**config.mk**
```make
export PLATFORM = sky130hd
export DESIGN_NAME = sram_controller_flat
export DESIGN_NICKNAME = d
export VERILOG_FILES = /design/src/rtl/sram_controller_if.sv /design/src/rtl/sram_controller.sv /design/src/flat_wrapper.sv
export SDC_FILE = /design/constraint.sdc
export NUM_CORES = 1
export LEC_CHECK = 0
export BUFFER_PORTS_ARGS = -buffer_cell sky130_fd_sc_hd__buf_2
export CORE_UTILIZATION = 54
export DETAILED_ROUTE_END_ITERATION = 8
export GPL_ROUTABILITY_DRIVEN = 0
export GPL_TIMING_DRIVEN = 0
export HOLD_SLACK_MARGIN = 0.02
export PLACE_DENSITY = 0.84
export SLEW_MARGIN = 20
export SYNTH_ARGS = -nofsm -noshare
export SYNTH_HDL_FRONTEND = slang
export SYNTH_SLANG_ARGS = --single-unit
```
**constraint.sdc**
```tcl
create_clock -name clk -period 7.3 [get_ports clk]
set_input_delay 1.46 -clock clk [delete_from_list [all_inputs] [get_ports clk]]
set_output_delay 1.46 -clock clk [all_outputs]
set_load 0.01 [all_outputs]
```
**src/rtl/sram_controller_if.sv**
```systemverilog
// Pipeline-side and SRAM-side signal bundle for sram_controller.
// master = pipeline/SRAM environment, slave = controller.
interface sram_controller_if;
  logic        MEM_R_EN;
  logic        MEM_W_EN;
  logic [31:0] address;
  logic [31:0] wdata;
  logic [31:0] rdata;
  logic        freeze;
  logic [17:0] SRAM_ADDR;
  logic [15:0] SRAM_DQ_out;
  logic [15:0] SRAM_DQ_in;
  logic        SRAM_DQ_oe;
  logic        SRAM_WE_N;

  modport master (
    output MEM_R_EN, MEM_W_EN, address, wdata,
    output SRAM_DQ_in,
    input  rdata, freeze,
    input  SRAM_ADDR, SRAM_DQ_out, SRAM_DQ_oe, SRAM_WE_N
  );

  modport slave (
    input  MEM_R_EN, MEM_W_EN, address, wdata,
    input  SRAM_DQ_in,
    output rdata, freeze,
    output SRAM_ADDR, SRAM_DQ_out, SRAM_DQ_oe, SRAM_WE_N
  );
endinterface

```
**src/rtl/sram_controller.sv**
```systemverilog
// 32-bit pipeline to 16-bit SRAM controller, two half-word accesses.
// Optional one-entry read buffer: define SRAM_CTRL_READ_BUFFER_EN.
module sram_controller #(
  parameter int unsigned WAIT_CYCLES = 2
) (
  input logic             clk,
  input logic             rst,
  sram_controller_if.slave bus
);

  typedef enum logic [1:0] {
    IDLE, LOW, HIGH, DONE
  } state_t;

  localparam logic [3:0] LAST = 4'(WAIT_CYCLES - 1);

  state_t      state;
  logic [3:0]  cnt;
  logic [16:0] idx_q;
  logic [31:0] wdata_q;
  logic        wr_q;
  logic [15:0] lo_q;
  logic [31:0] rdata_q;
  logic        req;
  logic        last;
  logic        hit;
  logic        unused;

  assign req    = bus.MEM_R_EN | bus.MEM_W_EN;
  assign last   = (cnt == LAST);
  assign unused = ^{bus.address[31:19], bus.address[1:0]};

  always_ff @(posedge clk or posedge rst) begin
    if (rst) begin
      state   <= IDLE;
      cnt     <= '0;
      idx_q   <= '0;
      wdata_q <= '0;
      wr_q    <= 1'b0;
      lo_q    <= '0;
      rdata_q <= '0;
    end else begin
      unique case (state)
        IDLE: if (req && !hit) begin
          idx_q   <= bus.address[18:2];
          wdata_q <= bus.wdata;
          wr_q    <= bus.MEM_W_EN;
          cnt     <= '0;
          state   <= LOW;
        end
        LOW: if (last) begin
          cnt   <= '0;
          state <= HIGH;
          if (!wr_q) lo_q <= bus.SRAM_DQ_in;
        end else begin
          cnt <= cnt + 4'd1;
        end
        HIGH: if (last) begin
          cnt   <= '0;
          state <= DONE;
          // both halves are committed together so rdata only moves on completion
          if (!wr_q) rdata_q <= {bus.SRAM_DQ_in, lo_q};
        end else begin
          cnt <= cnt + 4'd1;
        end
        DONE: state <= IDLE;
        default: state <= IDLE;
      endcase
    end
  end

`ifdef SRAM_CTRL_READ_BUFFER_EN
  logic        buf_v;
  logic [16:0] buf_idx;
  logic [31:0] buf_data;

  assign hit = buf_v && (state == IDLE)
            && bus.MEM_R_EN && !bus.MEM_W_EN
            && (buf_idx == bus.address[18:2]);

  always_ff @(posedge clk or posedge rst) begin
    if (rst) begin
      buf_v    <= 1'b0;
      buf_idx  <= '0;
      buf_data <= '0;
    end else if (state == IDLE && bus.MEM_W_EN) begin
      buf_v <= 1'b0;
    end else if (state == HIGH && last && !wr_q) begin
      buf_v    <= 1'b1;
      buf_idx  <= idx_q;
      buf_data <= {bus.SRAM_DQ_in, lo_q};
    end
  end

  assign bus.rdata = hit ? buf_data : rdata_q;
`else
  assign hit       = 1'b0;
  assign bus.rdata = rdata_q;
`endif

  assign bus.freeze = req && (state != DONE) && !hit;

  always_comb begin
    bus.SRAM_ADDR   = '0;
    bus.SRAM_DQ_out = '0;
    bus.SRAM_DQ_oe  = 1'b0;
    bus.SRAM_WE_N   = 1'b1;
    if (state == LOW || state == HIGH) begin
      bus.SRAM_ADDR  = {idx_q, state == HIGH};
      bus.SRAM_DQ_oe = wr_q;
      if (wr_q) begin
        bus.SRAM_DQ_out = (state == HIGH)
                        ? wdata_q[31:16]
                        : wdata_q[15:0];
      end
      // strobe releases one cycle early so data is held past WE_N rise
      bus.SRAM_WE_N = !(wr_q && !last);
    end
  end

endmodule

```
**src/flat_wrapper.sv**
```systemverilog
// flat-port wrapper written by rule: the top's interface ports become plain ports
module sram_controller_flat 
#(
  parameter int unsigned WAIT_CYCLES = 2
)
  (clk, rst, bus_MEM_R_EN, bus_MEM_W_EN, bus_address, bus_wdata, bus_SRAM_DQ_in, bus_rdata, bus_freeze, bus_SRAM_ADDR, bus_SRAM_DQ_out, bus_SRAM_DQ_oe, bus_SRAM_WE_N);
  sram_controller_if bus_i ();
  input logic clk;
  input logic rst;
  input wire logic [$bits(bus_i.MEM_R_EN)-1:0] bus_MEM_R_EN;
  input wire logic [$bits(bus_i.MEM_W_EN)-1:0] bus_MEM_W_EN;
  input wire logic [$bits(bus_i.address)-1:0] bus_address;
  input wire logic [$bits(bus_i.wdata)-1:0] bus_wdata;
  input wire logic [$bits(bus_i.SRAM_DQ_in)-1:0] bus_SRAM_DQ_in;
  output wire logic [$bits(bus_i.rdata)-1:0] bus_rdata;
  output wire logic [$bits(bus_i.freeze)-1:0] bus_freeze;
  output wire logic [$bits(bus_i.SRAM_ADDR)-1:0] bus_SRAM_ADDR;
  output wire logic [$bits(bus_i.SRAM_DQ_out)-1:0] bus_SRAM_DQ_out;
  output wire logic [$bits(bus_i.SRAM_DQ_oe)-1:0] bus_SRAM_DQ_oe;
  output wire logic [$bits(bus_i.SRAM_WE_N)-1:0] bus_SRAM_WE_N;
  assign bus_i.MEM_R_EN = bus_MEM_R_EN;
  assign bus_i.MEM_W_EN = bus_MEM_W_EN;
  assign bus_i.address = bus_address;
  assign bus_i.wdata = bus_wdata;
  assign bus_i.SRAM_DQ_in = bus_SRAM_DQ_in;
  assign bus_rdata = bus_i.rdata;
  assign bus_freeze = bus_i.freeze;
  assign bus_SRAM_ADDR = bus_i.SRAM_ADDR;
  assign bus_SRAM_DQ_out = bus_i.SRAM_DQ_out;
  assign bus_SRAM_DQ_oe = bus_i.SRAM_DQ_oe;
  assign bus_SRAM_WE_N = bus_i.SRAM_WE_N;
  sram_controller #(.WAIT_CYCLES(WAIT_CYCLES)) u_core (.clk(clk), .rst(rst), .bus(bus_i));
endmodule
```
# Word-level counts from Yosys, hierarchy flattened

Index checks and enable logic that the tools add are counted.

Input port bits: 84
Logic and storage cells: 44
Output and inout port bits: 69
Flip-flop bits (word level): 104

Add/sub/neg operators: 1
Mux-type cells: 13
Bitwise logic cells: 2
Reductions and logical operators: 13
Equal/unequal tests: 8

Operators by type and width:

| operator              | count |
|---|---|
| $mux W16              | 3 |
| $mux W18              | 1 |
| $reduce_and A3 Y1     | 3 |
| $mux W4               | 2 |
| $pmux W2 S4           | 1 |
| $pmux W4 S2           | 1 |
| $mux W2               | 3 |
| $ne A2 B1 Y1 const B  | 3 |
| $add A4 B1 Y4 const B | 1 |
| $eq A2 B2 Y1 const B  | 2 |
| $eq A4 B1 Y1 const B  | 1 |
| $reduce_and A2 Y1     | 2 |
| $eq A2 B1 Y1 const B  | 1 |
| $logic_and A1 B1 Y1   | 2 |
| $logic_not A1 Y1      | 2 |
| $logic_not A2 Y1      | 1 |
| $mux W1               | 2 |
| $ne A2 B2 Y1 const B  | 1 |
| $reduce_bool A2 Y1    | 1 |
| $reduce_or A2 Y1      | 1 |
| $logic_or A1 B1 Y1    | 1 |
| $not A1 Y1            | 1 |
| $or A1 B1 Y1          | 1 |

# Depth between registers and ports, before layout

Gate-level depths: netlist (run 1).

Depth in word-level cells: 5
Mapped depth: 6

# Worst setup path before layout (run 1)

No wires, ideal clock.

Path type: input -> output
Start point: input port bus_MEM_W_EN
End point: output port bus_freeze
Arrival: 1.644 ns
Stages on the path: 2
Slack: 4.196 ns
Buffers on the path: 0
Data required time: 5.840 ns
Path through: nor2_1 -> nor2_1

Word-level cells in the longest chain between the ends: 2

Ends and longest elaborated chain:

| item                | line                   | text |
|---|---|---|
| from (decl)         | flat_wrapper.sv:11     | `input wire logic [$bits(bus_i.MEM_W_EN)-1:0] bus_MEM_W_EN;` |
| $or A1 B1 Y1        | sram_controller.sv:29  | `assign req = bus.MEM_R_EN \| bus.MEM_W_EN;` |
| $logic_and A1 B1 Y1 | sram_controller.sv:101 | `assign bus.freeze = req && (state != DONE) && !hit;` |
| to (decl)           | flat_wrapper.sv:16     | `output wire logic [$bits(bus_i.freeze)-1:0] bus_freeze;` |

No other way between the ends.

# Final worst setup path (run 1)

Start point: register u_core.state[0]
End point: output port bus_SRAM_DQ_out[13]

Word-level cells in the longest chain between the ends: 4

Ends and longest elaborated chain:

| item                   | line                                           | text |
|---|---|---|
| from (decl)            | sram_controller.sv:17                          | `state_t state;` |
| from (signal assigned) | sram_controller.sv:35                          | `state <= IDLE;` |
| from (signal assigned) | sram_controller.sv:49                          | `state <= LOW;` |
| from (signal assigned) | sram_controller.sv:53                          | `state <= HIGH;` |
| $eq A2 B2 Y1           | sram_controller.sv:108, sram_controller.sv:112 |  |
| $mux W16               | sram_controller.sv:113                         | `? wdata_q[31:16]` |
| $mux W16               | sram_controller.sv:111                         | `if (wr_q) begin` |
| $mux W16 *             | sram_controller.sv:108                         | `if (state == LOW \|\| state == HIGH) begin` |
| to (decl)              | flat_wrapper.sv:18                             | `output wire logic [$bits(bus_i.SRAM_DQ_out)-1:0] bus_SRAM_DQ_out;` |

Mark *: on every way between the ends. The rest lies on a longest branch, timed or not.

==> results of run 1 <==
## per-layer routing
metal	track usage	vias up	wire [um]
met4	0.08333	0	175
met1	0.2773	1437	3810
li1	-	1364	-
met5	0	-	0
met2	0.3741	104	4350
met3	0.05172	16	557
## power by group through the flow
stage	Clock (uW)	Combinational [uW]	Sequential (uW)
after floorplan	0	712	1030
after global placement	0	1080	1010
after detailed placement	0	1120	1030
after CTS	370	1130	1020
after global routing	391	1220	1060
final	362	1110	1020
## final timing paths
path,end,slack [ns],from,cells past startpoint
setup reg to reg,u_core.state[1]$_DFFE_PP0P_,5.28,u_core.state[0]$_DFFE_PP0P_,5
max in group asynchronous,u_core.idx_q[9]$_DFFE_PP0P_,5.56,rst,3
hold / removal,u_core.bus.rdata[14]$_DFFE_PP0P_,0.49,u_core.lo_q[14]$_DFFE_PP0P_,1
min in group asynchronous,u_core.bus.rdata[22]$_DFFE_PP0P_,1.12,rst,2
hold reg to reg,u_core.bus.rdata[14]$_DFFE_PP0P_,0.49,u_core.lo_q[14]$_DFFE_PP0P_,1
setup / recovery,bus_SRAM_DQ_out[13],3.58,u_core.state[0]$_DFFE_PP0P_,6
## placed cells by master (no fill, tap or decap), types with 2 or more instances in the layout
cell,synthesis,routed
clkbuf_8,0,9
mux2_1,40,40
and2_1,17,17
nand2b_1,2,2
nor2_1,19,19
nand2_2,2,2
dfrtp_1,104,104
inv_1,5,4
ha_1,7,7
nand3_1,2,2
clkbuf_1,3,3
nand2_1,5,5
mux2i_1,16,16
mux2_2,58,58
buf_2,10,147
inv_6,0,2
o21ai_0,4,4
clkinvlp_4,0,2
## critical path: stages, from the launching register on
cell and delay (ns):
dfrtp_1 0.41, inv_1 0.11, ha_1 0.39, nand2_1 0.30, clkbuf_1 0.40, nor2_1 0.12, buf_2 0.16
## logic make-up (layout without fill, tap and decap cells)
group,after synthesis,count (layout),share of synthesized area
multiplexers,114,114,0.2859
AND/OR/NAND/NOR,54,54,0.06822
adder cells (fa/ha/maj),7,7,0.01981
flip-flops,104,104,0.5887
AO/OA/AOI/OAI,11,11,0.01670
buffers and inverters,19,173,0.02066
## state kept, by name, summed over array words and instances (netlist names)
| signal | count |
|---|---|
| u_core.state | 2 |
| u_core.cnt | 4 |
| u_core.lo_q | 16 |
| u_core.idx_q | 17 |
| u_core.wr_q | 1 |
| u_core.wdata_q | 32 |
| u_core.bus.rdata | 32 |
## metrics by stage
| step | setup slack [ns] | instance area, um^2 | util | total power [uW] |
|---|---|---|---|---|
| after floorplan | 3.108 | 4420 | - | 1746 |
| after global placement | 2.059 | 5234 | 0.6704 | 2084 |
| after detailed placement | 3.983 | 5266 | 0.6745 | 2154 |
| after CTS | 3.569 | 5469 | 0.7005 | 2520 |
| after global routing | 3.383 | 5469 | 0.7005 | 2665 |
| final | 3.579 | 5469 | 0.7005 | 2491 |
## final cells by class
class,count,area share
multi-input cells,186,0.3157
clock buffers,9,0.02265
well taps,102,0.02334
clock inverters,7,0.01441
plain buffers,14,0.01327
repair buffers,138,0.1304
flip-flops and latches,104,0.4759
inverters,5,0.004347
==> results.toml, run 1 <==
[cells_and_area]
fill_cells = 593
nets = 549
fin_cells = 565
diodes = 0
multi_input_area_mm2 = 0.001727
ff_latch_area_mm2 = 0.002603
area_delta_synth_final_pct = 23.72
drive_above_1_share = 0.4946

[logic_synthesis]
syn-mean-instance-area_um2 = 14.31
synth_cells = 309
synth_edf_count = 0
synth_ff_type = "dfrtp_1"
synth_top_area_cell = "dfrtp_1"
synth.top_cell.area_share = 0.5887
synth_cell_types = 30
synth-seq-cells = 104
ys_top_cells_by_area = "dfrtp_1 (59%), mux2_2 (15%), mux2_1 (10%)"
syn_area_mm2 = 0.004420
synthArstFlopShare = 1.000
yosys_warnings = 0
syn-num-nets = 400
yosysMostFrequentCell = "dfrtp_1"
ys_seq_area_frac = 0.5887
synthTopCellsByCount = "dfrtp_1 (104), mux2_2 (58), mux2_1 (40)"

[sta]
fin_tns_setup_ns = 0
fin_crit_sh = 0.5097
hold_viol = 0
rsz0062_at_grt = "false"
finalSetupViolations = 0
slew_viol_final = 0
hold_slack_ns = 0.4883
worst_slew_pin_slew_ns = 0.6208
slew_headroom = 0.5853
finClkSkew_ns = 0.009645
fmaxAchievable_ghz = 0.2687
min_period_ns = 3.721

[job]
cap_violations = 0

[floorplan]
die_width_um = 92.48
num_rows = 32
core_mm2 = 0.007807
dieArea_mm2 = 0.008552
die_h_um = 92.48
ios = 153
start_util = 0.5662

[power_and_ir_drop]
ir_drop_v = 0.0002265
p_int_uw = 1596
clockPowerShare = 0.145
switching_share = 0.3593
p_seq_frac = 0.410
power.switching_uw = 895.2
p_leak_uw = 0.002680
power_density_mw_per_mm2 = 455.6
p_comb_frac = 0.445

[detailed_routing]
drt_iter0_drc = 63
vias = 2921
wire_per_inst_um = 15.74
drt_wl_total_um = 8894
drc = 0
first_pass_iters = 4
drtAntennaViolNets = 0
via_per_inst = 5.170

[clock_network]
cts_setup_buffers = 0
root_buffer = "clkbuf_8"
clk_latency_ns = 0.36
cts_tree = "done"
clockBufferDepth = 2
cts.sinks = 104
cts.clk_slew.worst_paths_ns = 0.10
htreeDepth = 3
cts_hold_buf = 0
cts_buffers = 9
cts_resized = 0

[placement]
portBuffers = 137
hpwl_um = 6579
dp.cells = 549

[critical_path]
cp-start-kind = "register"
crit_path_end_kind = "output pin"
path_class = "reg2out"
crit_fanout = 10
arrival_ns = 2.26
crit_required_ns = 5.84

[global_routing]
grt_pass1_wl_um = 14630
antenna_found_initial = 0
grtUsageTotal = 0.2215
gr-total-overflow = 0
grt_pass1_vias = 3129
grt_max_degree = 56

[hold_path]
hold_path.class = "reg2reg"

[status]
status = "complete, no violations"
No activity file was read; power rests on OpenSTA's default activity.
==> inputs of run 2 (changes only) <==
Settings changed: CORE_UTILIZATION 54 to 45, PLACE_DENSITY 0.84 to 0.75.
Clock period 7.3 ns to 3.05 ns, I/O delays scaled along.
==> results.toml, run 2 (same netlist as run 1, synthesis figures left out) <==
[critical_path]
cp-start-kind = "register"
arrival_ns = 2.22
crit_path_end_kind = "output pin"
crit_required_ns = 2.44
path_class = "reg2out"
crit_fanout = 10

[detailed_routing]
drc = 0
drt_wl_total_um = 8968
first_pass_iters = 4
wire_per_inst_um = 15.12
via_per_inst = 4.936
drtAntennaViolNets = 0
drt_iter0_drc = 48
vias = 2927

[power_and_ir_drop]
p_leak_uw = 0.002696
ir_drop_v = 0.0004506
power_density_mw_per_mm2 = 1078

[global_routing]
antenna_found_initial = 0
gr-total-overflow = 0
grtUsageTotal = 0.1863
grt_pass1_vias = 3055
grt_pass1_wl_um = 14630
grt_max_degree = 31

[sta]
finalSetupViolations = 0
fin_tns_setup_ns = 0
slew_viol_final = 0
worst_slew_pin_slew_ns = 0.6708
hold_viol = 0
finClkSkew_ns = 0.01175
slew_headroom = 0.5517
fin_crit_sh = 0.9267
min_period_ns = 2.826
rsz0062_at_grt = "false"
fmaxAchievable_ghz = 0.3538

[placement]
hpwl_um = 6643
dp.cells = 578
portBuffers = 137

[cells_and_area]
fin_cells = 593
drive_above_1_share = 0.4978
area_delta_synth_final_pct = 25.28
nets = 550
mostFrequentLayoutCell = "buf_2"
diodes = 0
mostFrequentLayoutCells = "buf_2 (147), dfrtp_1 (104), mux2_2 (58), mux2_1 (40), nor2_1 (19)"

[clock_network]
cts_tree = "done"
root_buffer = "clkbuf_8"
cts.sinks = 104
cts.clk_slew.worst_paths_ns = 0.11
clk_latency_ns = 0.36
cts_buffers = 9
clockBufferDepth = 2
htreeDepth = 3
cts_setup_buffers = 0

[floorplan]
start_util = 0.4717
num_rows = 35
dieArea_mm2 = 0.01022
die_width_um = 101.1
ios = 153
die_h_um = 101.1
core_mm2 = 0.009371

[hold_path]
hold_path.class = "in2async"

[job]
cap_violations = 0

[status]
status = "complete, no violations"
-- run 2: what timing repair did --
item	in CTS	in global routing
gates resized for setup	0	0
endpoints found under the setup margin	0	6
hold buffers	0	0
-- run 2: layout make-up --
type                    count  area [um^2]
plain buffers              13        68.82
clock buffers               9        123.9
clock inverters             7        86.33
fillers                   799         3834
inverters                   5        22.52
multi-input cells         186         1727
flip-flops and latches    104         2603
well taps                 129        161.4
repair buffers            140        745.7
-- run 2: routing by layer --
metal / global-route usage / routed length [um]
met5: 0 / 0
met4: 0.07358 / 154
met3: 0.04369 / 525
met2: 0.3114 / 4358
met1: 0.2347 / 3929
-- run 2: final timing paths --
| check | startpoint | end | slack, ns | cells past startpoint |
|---|---|---|---|---|
| setup reg to reg | u_core.state[0]$_DFFE_PP0P_ | u_core.state[1]$_DFFE_PP0P_ | 1.12 | 5 |
| max in group asynchronous | rst | u_core.wdata_q[5]$_DFFE_PP0P_ | 2.07 | 4 |
| hold / removal | rst | u_core.bus.rdata[24]$_DFFE_PP0P_ | 0.26 | 2 |
| hold reg to reg | u_core.lo_q[15]$_DFFE_PP0P_ | u_core.bus.rdata[15]$_DFFE_PP0P_ | 0.49 | 1 |
| min in group clk | bus_SRAM_DQ_in[7] | u_core.lo_q[7]$_DFFE_PP0P_ | 0.47 | 2 |
| setup / recovery | u_core.state[0]$_DFFE_PP0P_ | bus_SRAM_DQ_out[13] | 0.22 | 7 |
-- run 2: worst max-delay path, cell delays in order, from the launching register on --
cell and delay, ns:
dfrtp_1 0.42, inv_1 0.13, ha_1 0.17, buf_2 0.28
buf_2 0.38, mux2i_1 0.24, nor2_1 0.06, buf_2 0.17
-- run 2: power by group --
group / total [uW] / internal, uW / switching (uW)
logic: 2640 / 1350 / 1290
clock network: 904 / 399 / 506
registers: 2420 / 2080 / 344
-- run 2: stage by stage --
| step | power [uW] | setup slack, ns | instance area [um^2] | utilization | hold WS (ns) |
|---|---|---|---|---|---|
| after floorplan | 4179 | 0.9251 | 4424 | - | 0.4522 |
| after global placement | 5022 | 0.5413 | 5271 | 0.5625 | 0.4578 |
| after detailed placement | 5149 | 0.5376 | 5331 | 0.5689 | 0.4697 |
| after CTS | 6060 | 0.1091 | 5542 | 0.5913 | 0.2412 |
| after global routing | 6420 | 0.05051 | 5538 | 0.5909 | 0.2641 |
| final | 5968 | 0.2236 | 5538 | 0.5909 | 0.2575 |
==> inputs of run 3 (changes only) <==
Settings changed: ABC_AREA set to 1, ABC_CLOCK_PERIOD_IN_PS set to 3050, CORE_UTILIZATION 45 to 46, PLACE_DENSITY 0.75 to 0.76.
==> results.toml, run 3 <==
[critical_path]
path_class = "reg2out"
crit_buf_inv = 5
critPathTopFamily = "buffers and inverters"
cp.depth = 8
rr_worst_depth = 8
cpMaxStageDelayCell = "dfrtp_1"
path_cells = "inv_1, ha_1, buf_2, inv_2, buf_2, nor2_1, nor3_1, buf_2"
cp_common_cell = "buf_2"
crit_path_end_kind = "output pin"
crit_fanout = 10
cp-start-kind = "register"
crit_required_ns = 2.44
slowest_delay_ns = 0.44
arrival_ns = 2.15

[hold_path]
hold_path.class = "in2async"

[detailed_routing]
vias = 3884
first_pass_iters = 4
drt_iter0_drc = 151
drtAntennaViolNets = 0
wire_per_inst_um = 12.14
drc = 0
drt_wl_total_um = 10160
via_per_inst = 4.640

[logic_synthesis]
synth_cells = 548
syn-mean-instance-area_um2 = 8.505
synthTopCellsByCount = "nand2_1 (235), dfrtp_1 (104), inv_1 (60)"
synth.top_cell.area_share = 0.5584
ys_top_cells_by_area = "dfrtp_1 (56%), nand2_1 (19%), o21ai_2 (6.0%)"
yosysMostFrequentCell = "nand2_1"
yosys_warnings = 0
ys_seq_area_frac = 0.5584
synth-seq-cells = 104
synthArstFlopShare = 1.000
synth_cell_types = 22
synth_ff_type = "dfrtp_1"
synth_edf_count = 0
syn_area_mm2 = 0.004661
syn-num-nets = 639
synth_top_area_cell = "dfrtp_1"

[global_routing]
grt_max_degree = 33
grt_pass1_vias = 3723
gr-total-overflow = 0
grt_pass1_wl_um = 17050
antenna_found_initial = 0
grtUsageTotal = 0.2088

[sta]
hold_viol = 0
timing.final.ws_setup_ns = 0.2858
slew_viol_final = 0
slew_headroom = 0.6280
worst_slew_pin_slew_ns = 0.5568
fmaxAchievable_ghz = 0.3618
fin_crit_sh = 0.9063
finClkSkew_ns = 0.01650
min_period_ns = 2.764
fin_tns_setup_ns = 0
rsz0062_at_grt = "false"
finalSetupViolations = 0

[clock_network]
htreeDepth = 3
clk_latency_ns = 0.37
cts_resized = 0
cts_hold_buf = 0
root_buffer = "clkbuf_8"
cts_buffers = 9
cts_setup_buffers = 0
cts_tree = "done"
cts.sinks = 104
clockBufferDepth = 2
cts.clk_slew.worst_paths_ns = 0.11

[cells_and_area]
nets = 790
final_area_mm2 = 0.005777
mostFrequentLayoutCell = "nand2_1"
area_delta_synth_final_pct = 23.95
diodes = 0
drive_above_1_share = 0.3139
mostFrequentLayoutCells = "nand2_1 (235), buf_2 (155), dfrtp_1 (104), inv_1 (59), nor2_1 (35)"

[placement]
placed_area_mm2 = 0.005584
place_ws_ns = 0.6873
portBuffers = 137
hpwl_um = 7708

[floorplan]
ios = 153
num_rows = 36
die_h_um = 102.7
dieArea_mm2 = 0.01054
die_width_um = 102.7
start_util = 0.4768
core_mm2 = 0.009774

[power_and_ir_drop]
power_density_mw_per_mm2 = 1062
ir_drop_v = 0.0005075
p_leak_uw = 0.003435

[status]
status = "complete, no violations"

[job]
cap_violations = 0
[run 3: cell families (layout without fill, tap and decap cells)]
logic type,Yosys count,after routing,share of synthesized area
compound gates,49,49,0.07839
xor+xnor,1,1,0.001880
fa+ha+maj,7,7,0.01879
buf+inv,87,243,0.08537
flops,104,104,0.5584
simple gates,300,300,0.2572
[run 3: final timing paths]
kind | from | to | slack [ns]
min reg2reg | u_core.idx_q[1]$_DFFE_PP0P_ | u_core.idx_q[1]$_DFFE_PP0P_ | 0.48
min in group clk | bus_wdata[3] | u_core.wdata_q[3]$_DFFE_PP0P_ | 0.44
max | u_core.state[0]$_DFFE_PP0P_ | bus_SRAM_DQ_out[14] | 0.29
max reg2reg | u_core.state[0]$_DFFE_PP0P_ | u_core.cnt[0]$_DFFE_PP0P_ | 1.38
max in group asynchronous | rst | u_core.idx_q[8]$_DFFE_PP0P_ | 2.05
min | rst | u_core.bus.rdata[27]$_DFFE_PP0P_ | 0.28
[run 3: metrics by stage]
stage	hold slack, ns	utilization	cells	power [uW]
floorplan	0.4417	-	548	4354
global route	0.2998	0.5910	837	6727
CTS	0.2833	0.5910	837	6205
finish	0.2826	0.5910	837	6135
detailed placement	0.4579	0.5713	821	5348
global placement	0.4539	0.5644	818	5219
[run 3: layer usage]
layer	GRT usage	wire (um)
met3	0.03593	478
met4	0.06264	114
met1	0.2743	4570
met2	0.3544	4998
met5	0	0
[run 3: cell type report]
| type | instances | area [um^2] |
|---|---|---|
| fill | 901 | 3998 |
| sequential | 104 | 2603 |
| multi-input combinational | 357 | 1660 |
| timing repair buffer | 140 | 753.2 |
| inverter | 62 | 236.5 |
| tap | 133 | 166.4 |
| buffer | 25 | 165.2 |
| clock buffer | 9 | 123.9 |
| clock inverter | 7 | 68.82 |
[run 3: report_power, final]
part | leakage, uW | switching, uW | internal (uW)
sequential | 0.00128 | 392 | 2050
combinational | 0.00206 | 1730 | 1110
clock | 0.000100 | 523 | 324
total | 0.00343 | 2650 | 3480
[run 3: worst register-to-register path, cell delays in order (launching register included)]
cell     delay (ns)
dfrtp_1        0.44
inv_1          0.13
ha_1           0.21
inv_1          0.07
nor2_2         0.24
inv_2          0.13
buf_2          0.21
nand3_1        0.08
nand2_1        0.05
